`src/rtl/glitch_pkg.sv`:
```
// Shared definitions for the glitch-generator trigger path.
package glitch_pkg;

    typedef logic [1:0] state_t;

    localparam state_t IDLE    = 2'd0;
    localparam state_t ARMED   = 2'd1;
    localparam state_t FIRE    = 2'd2;
    localparam state_t HOLDOFF = 2'd3;

    localparam int unsigned CLK_HZ = 204_000_000;

endpackage

```
`src/rtl/trigger_qualifier_if.sv`:
```
// Control/status bundle between the trigger qualifier and its controller.
interface trigger_qualifier_if;
    logic        trigger_in;
    logic        arm;
    logic        disarm;
    logic        trig_out;
    logic        armed_indicator;
    logic        holdoff_indicator;
    logic [15:0] edge_count;

    modport master (
        output trigger_in, arm, disarm,
        input  trig_out, armed_indicator, holdoff_indicator, edge_count
    );

    modport slave (
        input  trigger_in, arm, disarm,
        output trig_out, armed_indicator, holdoff_indicator, edge_count
    );
endinterface

```
`src/rtl/trigger_filter.sv`:
```
// Synchronises the raw trigger pin and rejects levels shorter than FILTER_COUNT cycles.
module trigger_filter #(
    parameter int unsigned FILTER_COUNT = 8
) (
    input  logic clk,
    input  logic rst,
    input  logic din,
    output logic dout
);
    localparam logic [16:0] FilterLim = 17'(FILTER_COUNT);

    logic        sync1_q, sync2_q;
    logic        filt_q, filt_d;
    logic [15:0] cnt_q, cnt_d;
    logic [16:0] cnt_inc;

    assign cnt_inc = {1'b0, cnt_q} + 17'd1;

    // Accept on the cycle the count would reach the limit, so a level held for
    // exactly FILTER_COUNT cycles is taken without an extra cycle of delay.
    always_comb begin
        filt_d = filt_q;
        cnt_d  = '0;
        if (sync2_q != filt_q) begin
            if (cnt_inc == FilterLim) begin
                filt_d = sync2_q;
            end else begin
                cnt_d = cnt_inc[15:0];
            end
        end
    end

    always_ff @(posedge clk or posedge rst) begin
        if (rst) begin
            sync1_q <= 1'b0;
            sync2_q <= 1'b0;
            filt_q  <= 1'b0;
            cnt_q   <= '0;
        end else begin
            sync1_q <= din;
            sync2_q <= sync1_q;
            filt_q  <= filt_d;
            cnt_q   <= cnt_d;
        end
    end

    assign dout = filt_q;
endmodule

```
`src/rtl/trigger_qualifier.sv`:
```
// Turns a filtered trigger level into a single-cycle fire pulse on the Nth
// qualified edge while armed, followed by a holdoff period.
module trigger_qualifier
    import glitch_pkg::*;
#(
    parameter int unsigned FILTER_COUNT  = 8,
    parameter int unsigned TRIG_NTH      = 1,
    parameter logic [31:0] HOLDOFF_COUNT = 32'(CLK_HZ),
    parameter bit          RISING        = 1'b1
) (
    input  logic                clk,
    input  logic                rst,
    trigger_qualifier_if.slave  bus
);
    localparam logic [15:0] NthLim = 16'(TRIG_NTH);

    logic        filt;
    logic        filt_prev_q;
    logic        qual_edge;
    state_t      state_q, state_d;
    logic [15:0] ec_q, ec_d, ec_inc;
    logic [31:0] hcnt_q, hcnt_d;
    logic        trig_q, armed_q, hold_q;

    trigger_filter #(
        .FILTER_COUNT (FILTER_COUNT)
    ) u_filter (
        .clk  (clk),
        .rst  (rst),
        .din  (bus.trigger_in),
        .dout (filt)
    );

    assign qual_edge = RISING ? (filt & ~filt_prev_q) : (~filt & filt_prev_q);
    assign ec_inc    = (ec_q == 16'hFFFF) ? ec_q : ec_q + 16'd1;

    always_comb begin
        state_d = state_q;
        ec_d    = ec_q;
        hcnt_d  = hcnt_q;
        case (state_q)
            IDLE: begin
                if (bus.arm) begin
                    state_d = ARMED;
                    ec_d    = '0;
                end
            end
            ARMED: begin
                if (qual_edge) begin
                    ec_d = ec_inc;
                    if (ec_inc == NthLim) state_d = FIRE;
                end
            end
            FIRE: begin
                hcnt_d  = '0;
                state_d = HOLDOFF;
            end
            HOLDOFF: begin
                if (hcnt_q == HOLDOFF_COUNT) begin
                    state_d = ARMED;
                    ec_d    = '0;
                end else begin
                    hcnt_d = hcnt_q + 32'd1;
                end
            end
            default: state_d = IDLE;
        endcase
        // Disarm overrides everything, including a simultaneous arm.
        if (bus.disarm) state_d = IDLE;
    end

    always_ff @(posedge clk or posedge rst) begin
        if (rst) begin
            filt_prev_q <= 1'b0;
            state_q     <= IDLE;
            ec_q        <= '0;
            hcnt_q      <= '0;
            trig_q      <= 1'b0;
            armed_q     <= 1'b0;
            hold_q      <= 1'b0;
        end else begin
            filt_prev_q <= filt;
            state_q     <= state_d;
            ec_q        <= ec_d;
            hcnt_q      <= hcnt_d;
            // A FIRE already entered still emits its pulse even if disarmed.
            trig_q      <= (state_q == FIRE);
            armed_q     <= (state_q == ARMED);
            hold_q      <= (state_q == HOLDOFF);
        end
    end

    assign bus.trig_out          = trig_q;
    assign bus.armed_indicator   = armed_q;
    assign bus.holdoff_indicator = hold_q;
    assign bus.edge_count        = ec_q;
endmodule

```
`src/flat_wrapper.sv`:
```
// flat-port wrapper written by rule: the top's interface ports become plain ports
module trigger_qualifier_flat import glitch_pkg::*;
#(
    parameter int unsigned FILTER_COUNT  = 8,
    parameter int unsigned TRIG_NTH      = 1,
    parameter logic [31:0] HOLDOFF_COUNT = 32'(CLK_HZ),
    parameter bit          RISING        = 1'b1
)
  (clk, rst, bus_trigger_in, bus_arm, bus_disarm, bus_trig_out, bus_armed_indicator, bus_holdoff_indicator, bus_edge_count);
  trigger_qualifier_if bus_i ();
  input  logic clk;
  input  logic rst;
  input wire logic [$bits(bus_i.trigger_in)-1:0] bus_trigger_in;
  input wire logic [$bits(bus_i.arm)-1:0] bus_arm;
  input wire logic [$bits(bus_i.disarm)-1:0] bus_disarm;
  output wire logic [$bits(bus_i.trig_out)-1:0] bus_trig_out;
  output wire logic [$bits(bus_i.armed_indicator)-1:0] bus_armed_indicator;
  output wire logic [$bits(bus_i.holdoff_indicator)-1:0] bus_holdoff_indicator;
  output wire logic [$bits(bus_i.edge_count)-1:0] bus_edge_count;
  assign bus_i.trigger_in = bus_trigger_in;
  assign bus_i.arm = bus_arm;
  assign bus_i.disarm = bus_disarm;
  assign bus_trig_out = bus_i.trig_out;
  assign bus_armed_indicator = bus_i.armed_indicator;
  assign bus_holdoff_indicator = bus_i.holdoff_indicator;
  assign bus_edge_count = bus_i.edge_count;
  trigger_qualifier #(.FILTER_COUNT(FILTER_COUNT), .TRIG_NTH(TRIG_NTH), .HOLDOFF_COUNT(HOLDOFF_COUNT), .RISING(RISING)) u_core (.clk(clk), .rst(rst), .bus(bus_i));
endmodule
```
`config.mk`:
```
export PLATFORM = sky130hd
export DESIGN_NAME = trigger_qualifier_flat
export DESIGN_NICKNAME = d
export VERILOG_FILES = /design/src/rtl/glitch_pkg.sv /design/src/rtl/trigger_qualifier_if.sv /design/src/rtl/trigger_filter.sv /design/src/rtl/trigger_qualifier.sv /design/src/flat_wrapper.sv
export SDC_FILE = /design/constraint.sdc
export NUM_CORES = 1
export LEC_CHECK = 0
export ABC_AREA = 1
export BUFFER_PORTS_ARGS = -buffer_cell sky130_fd_sc_hd__buf_2
export CAP_MARGIN = 40
export CORE_MARGIN = 2
export CORE_UTILIZATION = 56
export DETAILED_ROUTE_END_ITERATION = 12
export PLACE_DENSITY = 0.86
export SYNTH_ARGS = -nofsm -noshare
export SYNTH_HDL_FRONTEND = slang
export SYNTH_HIERARCHICAL = 1
export SYNTH_SLANG_ARGS = --single-unit
```
`constraint.sdc`:
```
create_clock -name clk -period 1.7 [get_ports clk]
set_input_delay 0.17 -clock clk [delete_from_list [all_inputs] [get_ports clk]]
set_output_delay 0.17 -clock clk [all_outputs]
set_load 0.02 [all_outputs]
```
==> flow_summary.toml, run 1 <==
[yosys]
yosys_warnings = 6
synthArstFlopShare = 1.000
yosysTopAreaCell = "dfrtp_1"
synth-edff-count = 0
avgSynthCellArea_um2 = 7.118
ys.flop_type = "dfrtp_1"
synth_cells = 672
syn_area_mm2 = 0.004783
synth_nets = 685
yosys-top-cells-area = "dfrtp_1 38%, nand2_1 13%, inv_1 7.9%"
synth_most_common_cell = "nand2_1"
synth_top_area_share = 0.3819
ys_types = 37
yosys-top-cells-count = "166 x nand2_1, 101 x inv_1, 85 x nor2_1, 73 x dfrtp_1, 56 x nand3_1"
ys_seq_area_frac = 0.3819
ys_ff_latch = 73

[place]
dp.final_hpwl_mm = 9.877
port_buffers = 23
gp_congestion = 0.9269

[outcome]
stop_stage = "global routing (5_1_grt)"
error = "[ERROR GRT-0232] Routing congestion too high. Check the congestion heatmap in the GUI."
status = "aborted with a tool error"

[die]
rows = 33
die_width_um = 96.42
num_io_pins = 24
die_h_um = 96.42
initial_core_util = 0.5792

[clock_network]
clock_path_buffers = 2
cts.sinks = 73
cts_root_buffer = "clkbuf_8"
cts_buffers = 9
h-tree-depth = 3

[timing]
crit_endpoint = "u_core/bus.edge_count[15]$_DFFE_PP0P_/D"
worstEndpointType = "sequential cell input"

[global_routing]
overflow = 60
gr-usage-all-layers = 0.7170
grt_max_degree = 37
==> logic make-up after synthesis <==
kind of cell             after synthesis  share of synthesized area
buffers and inverters                110                    0.09050
flip-flops                            73                     0.3819
XOR/XNOR                               9                    0.01648
AO/OA/AOI/OAI                         74                     0.1062
adder cells (fa/ha/maj)                8                    0.02093
AND/OR/NAND/NOR                      398                     0.3840
==> timing repair <==
item	in CTS
gates cloned	3
pin swaps	36
endpoints found under the hold margin	39
setup buffers	20
hold buffers	3
resized for setup	112
endpoints found under the setup margin	53
==> layer usage <==
metal	GRT overflow	global-route usage
met2	30	0.9063
met4	28	0.8110
met5	0	0.02976
met1	2	0.6859
met3	0	0.5392
==> through the flow <==
| stage | cell area, µm² | setup WS, ns | util | TNS [ns] | cells |
|---|---|---|---|---|---|
| 2_1_floorplan | 4890 | -0.06311 | - | -0.7310 | 672 |
| 3_3_place_gp | 6011 | -0.1676 | 0.7279 | -3.571 | 916 |
| 3_5_place_dp | 6011 | -0.3056 | 0.7279 | -7.792 | 916 |
| 4_1_cts | 6900 | -0.2151 | 0.8356 | -5.758 | 957 |
==> run 2: changes to the inputs <==
Settings changed: CORE_UTILIZATION 56 to 40, PLACE_DENSITY 0.86 to not set, PLACE_DENSITY_LB_ADDON set to 0.15.
Clock period 1.7 ns to 2.2 ns, I/O delays scaled along.
==> flow_summary.toml, run 2 <==
[outcome]
status = "finished, final reports clean"

[die]
dieArea_mm2 = 0.01285
initial_core_util = 0.4136
die_h_um = 113.4
fp.coreArea_mm2 = 0.01156
rows = 39
die_width_um = 113.4
num_io_pins = 24

[final_layout]
top_register = "u_core/hcnt_q"
n_antenna_cell = 0
nNetsFinal = 732
final_util = 0.4776
final_common_cell = "nand2_1"
largest_reg_flops = 32
layoutNonFillerInstCount = 867
drive_gt1_frac = 0.1423
area_growth_pct = 15.46
layout_common_cells = "166 x nand2_1, 99 x inv_1, 85 x nor2_1"

[pwr]
power.switching_mw = 1.253
power_frac_seq = 0.375
swShare = 0.3218
ir_drop_mv = 0.2663
p_comb_frac = 0.249
leakage_nw = 2.560
powerDensity_mw_per_mm2 = 704.9
fin_total_pwr_mw = 3.893
power.internal_mw = 2.640
pwr-share-clk = 0.376

[timing]
slew_headroom = 0.5095
fin_crit_sh = 0.9149
setup-tns-final_ns = 0
period_minus_slack_ns = 2.013
fmax_mhz = 496.8
skew_ns = 0.007567
worstMarginPinSlew_ns = 0.7349
grt_setup_unrepaired = "true"
setup_viol = 0
finalHoldViolations = 0
slew_violations = 0
holdWs_ns = 0.05154

[yosys]
ys.flop_type = "dfrtp_1"
synthArstFlopShare = 1.000
synth_top_area_share = 0.3819
avgSynthCellArea_um2 = 7.118
synth_cells = 672
ys_types = 37
ys_seq_area_frac = 0.3819
synth-edff-count = 0
syn_area_mm2 = 0.004783
yosys_warnings = 6
yosys-top-cells-area = "dfrtp_1 38%, nand2_1 13%, inv_1 7.9%"
yosys-top-cells-count = "166 x nand2_1, 101 x inv_1, 85 x nor2_1, 73 x dfrtp_1, 56 x nand3_1"
synth_nets = 685
synth_most_common_cell = "nand2_1"
yosysTopAreaCell = "dfrtp_1"
ys_ff_latch = 73

[clock_network]
clock_path_buffers = 2
cts_root_buffer = "clkbuf_16"
clk_latency_ns = 0.34
cts_tree = "built"
clkTransAtPathRegs_ns = 0.06
cts_buffers = 9
h-tree-depth = 3
cts.sinks = 73

[run]
drv_cap = 0

[global_routing]
grt_pass1_vias = 4200
gr-usage-all-layers = 0.1920
grt_max_degree = 55
overflow = 0
grt_pass1_wl_mm = 19.91
antenna_found_initial = 0

[drt]
totalWireLength_mm = 11.80
wl_per_cell_um = 13.61
viasPerCell = 5.183
first_pass_iters = 5
drc_errors = 0
final_antenna_net_count = 0
vias = 4494
first_iter_violations = 344

[setup_path]
end_kind = "flip-flop"
timing.rr.end = "u_core/state_q[1]"
reg2reg_from = "u_core/bus.edge_count[2]"
r2r_cells = 13
cp_data_arrival_time_ns = 2.24
worstPathRequired_ns = 2.43
rrSetupSlack_ns = 0.19
cp_max_fo = 6
cp-start-kind = "flip-flop"
worst-setup-path-type = "flip-flop to flip-flop"

[place]
dp.final_hpwl_mm = 8.774
post-place-cells = 849
gp_congestion = 0.9235
port_buffers = 23

[hold_path]
hold_path_end = "u_core/state_q[0]"
min_path_cells = 2
worstHoldStart = "bus_disarm"
min_path_type = "input port to flip-flop"
==> run 2: final cells by class <==
type	instances	area, µm²
fill	1153	6042
clock buffer	13	250.2
multi-input combinational	489	2545
sequential	73	1827
clock inverter	3	40.04
tap	143	178.9
timing repair buffer	43	295.3
inverter	103	386.6
==> run 2: repair_timing <==
action	4_1_cts	5_1_grt
resized for setup	0	5
endpoints found under the setup margin	0	3
endpoints found under the hold margin	55	0
hold buffers	2	0
setup buffers	0	0
==> run 2: worst max-delay path, stage by stage (launching register included) <==
cell and delay, ns:
dfrtp_1 0.45, inv_1 0.11, nor2_2 0.28, nand2_1 0.14, o21ai_1 0.21, nand3_1 0.13, nor2_1 0.12, nand2_1 0.05
nor2_1 0.08, nand2_1 0.06, nand2_1 0.09, nand3_1 0.08, nand2_1 0.07, nor2_1 0.04
==> run 2: power by group through the flow <==
stage          Sequential [mW]  Combinational [mW]  Clock [mW]
6_report                  1.46               0.971        1.46
5_1_grt                   1.47                1.07        1.58
4_1_cts                   1.46               0.956        1.51
3_5_place_dp              1.48               0.949           0
3_3_place_gp              1.48               0.952           0
2_1_floorplan             1.52               0.621           0
==> run 2: cell families (layout without fill, tap and decap cells) <==
| logic type | count (synthesis) | after routing | synth area share |
|---|---|---|---|
| AND/OR/NAND/NOR | 398 | 398 | 0.3840 |
| buffers and inverters | 110 | 162 | 0.09050 |
| AO/OA/AOI/OAI | 74 | 74 | 0.1062 |
| flip-flops | 73 | 73 | 0.3819 |
| XOR/XNOR | 9 | 9 | 0.01648 |
| adder cells (fa/ha/maj) | 8 | 8 | 0.02093 |
==> run 2: worst max path at each step <==
stage                              from           endpoint  cells past startpoint
2_1_floorplan  u_core/bus.edge_count[0]  u_core/state_q[1]                     16
3_3_place_gp   u_core/bus.edge_count[1]  u_core/state_q[1]                     16
3_5_place_dp   u_core/bus.edge_count[1]  u_core/state_q[1]                     16
4_1_cts        u_core/bus.edge_count[1]  u_core/state_q[1]                     16
5_1_grt                u_core/hcnt_q[1]  u_core/hcnt_q[12]                     14
6_report       u_core/bus.edge_count[2]  u_core/state_q[1]                     13
==> run 2: metrics by stage <==
| stage | worst slack (ns) | cell area (µm²) |
|---|---|---|
| 6_report | 0.1872 | 5523 |
| 5_1_grt | 0.00001110 | 5523 |
| 4_1_cts | 0.1363 | 5502 |
| 3_5_place_dp | 0.1492 | 5191 |
| 3_3_place_gp | 0.2266 | 5191 |
| 2_1_floorplan | 0.2236 | 4783 |
==> run 2: metal layers <==
metal  global-route usage  routed length, µm
met1               0.2733               5852
met2               0.2910               5245
met3              0.04499                564
met4              0.05854                140
met5                    0                  0
No activity file was read; power rests on OpenSTA's default activity.
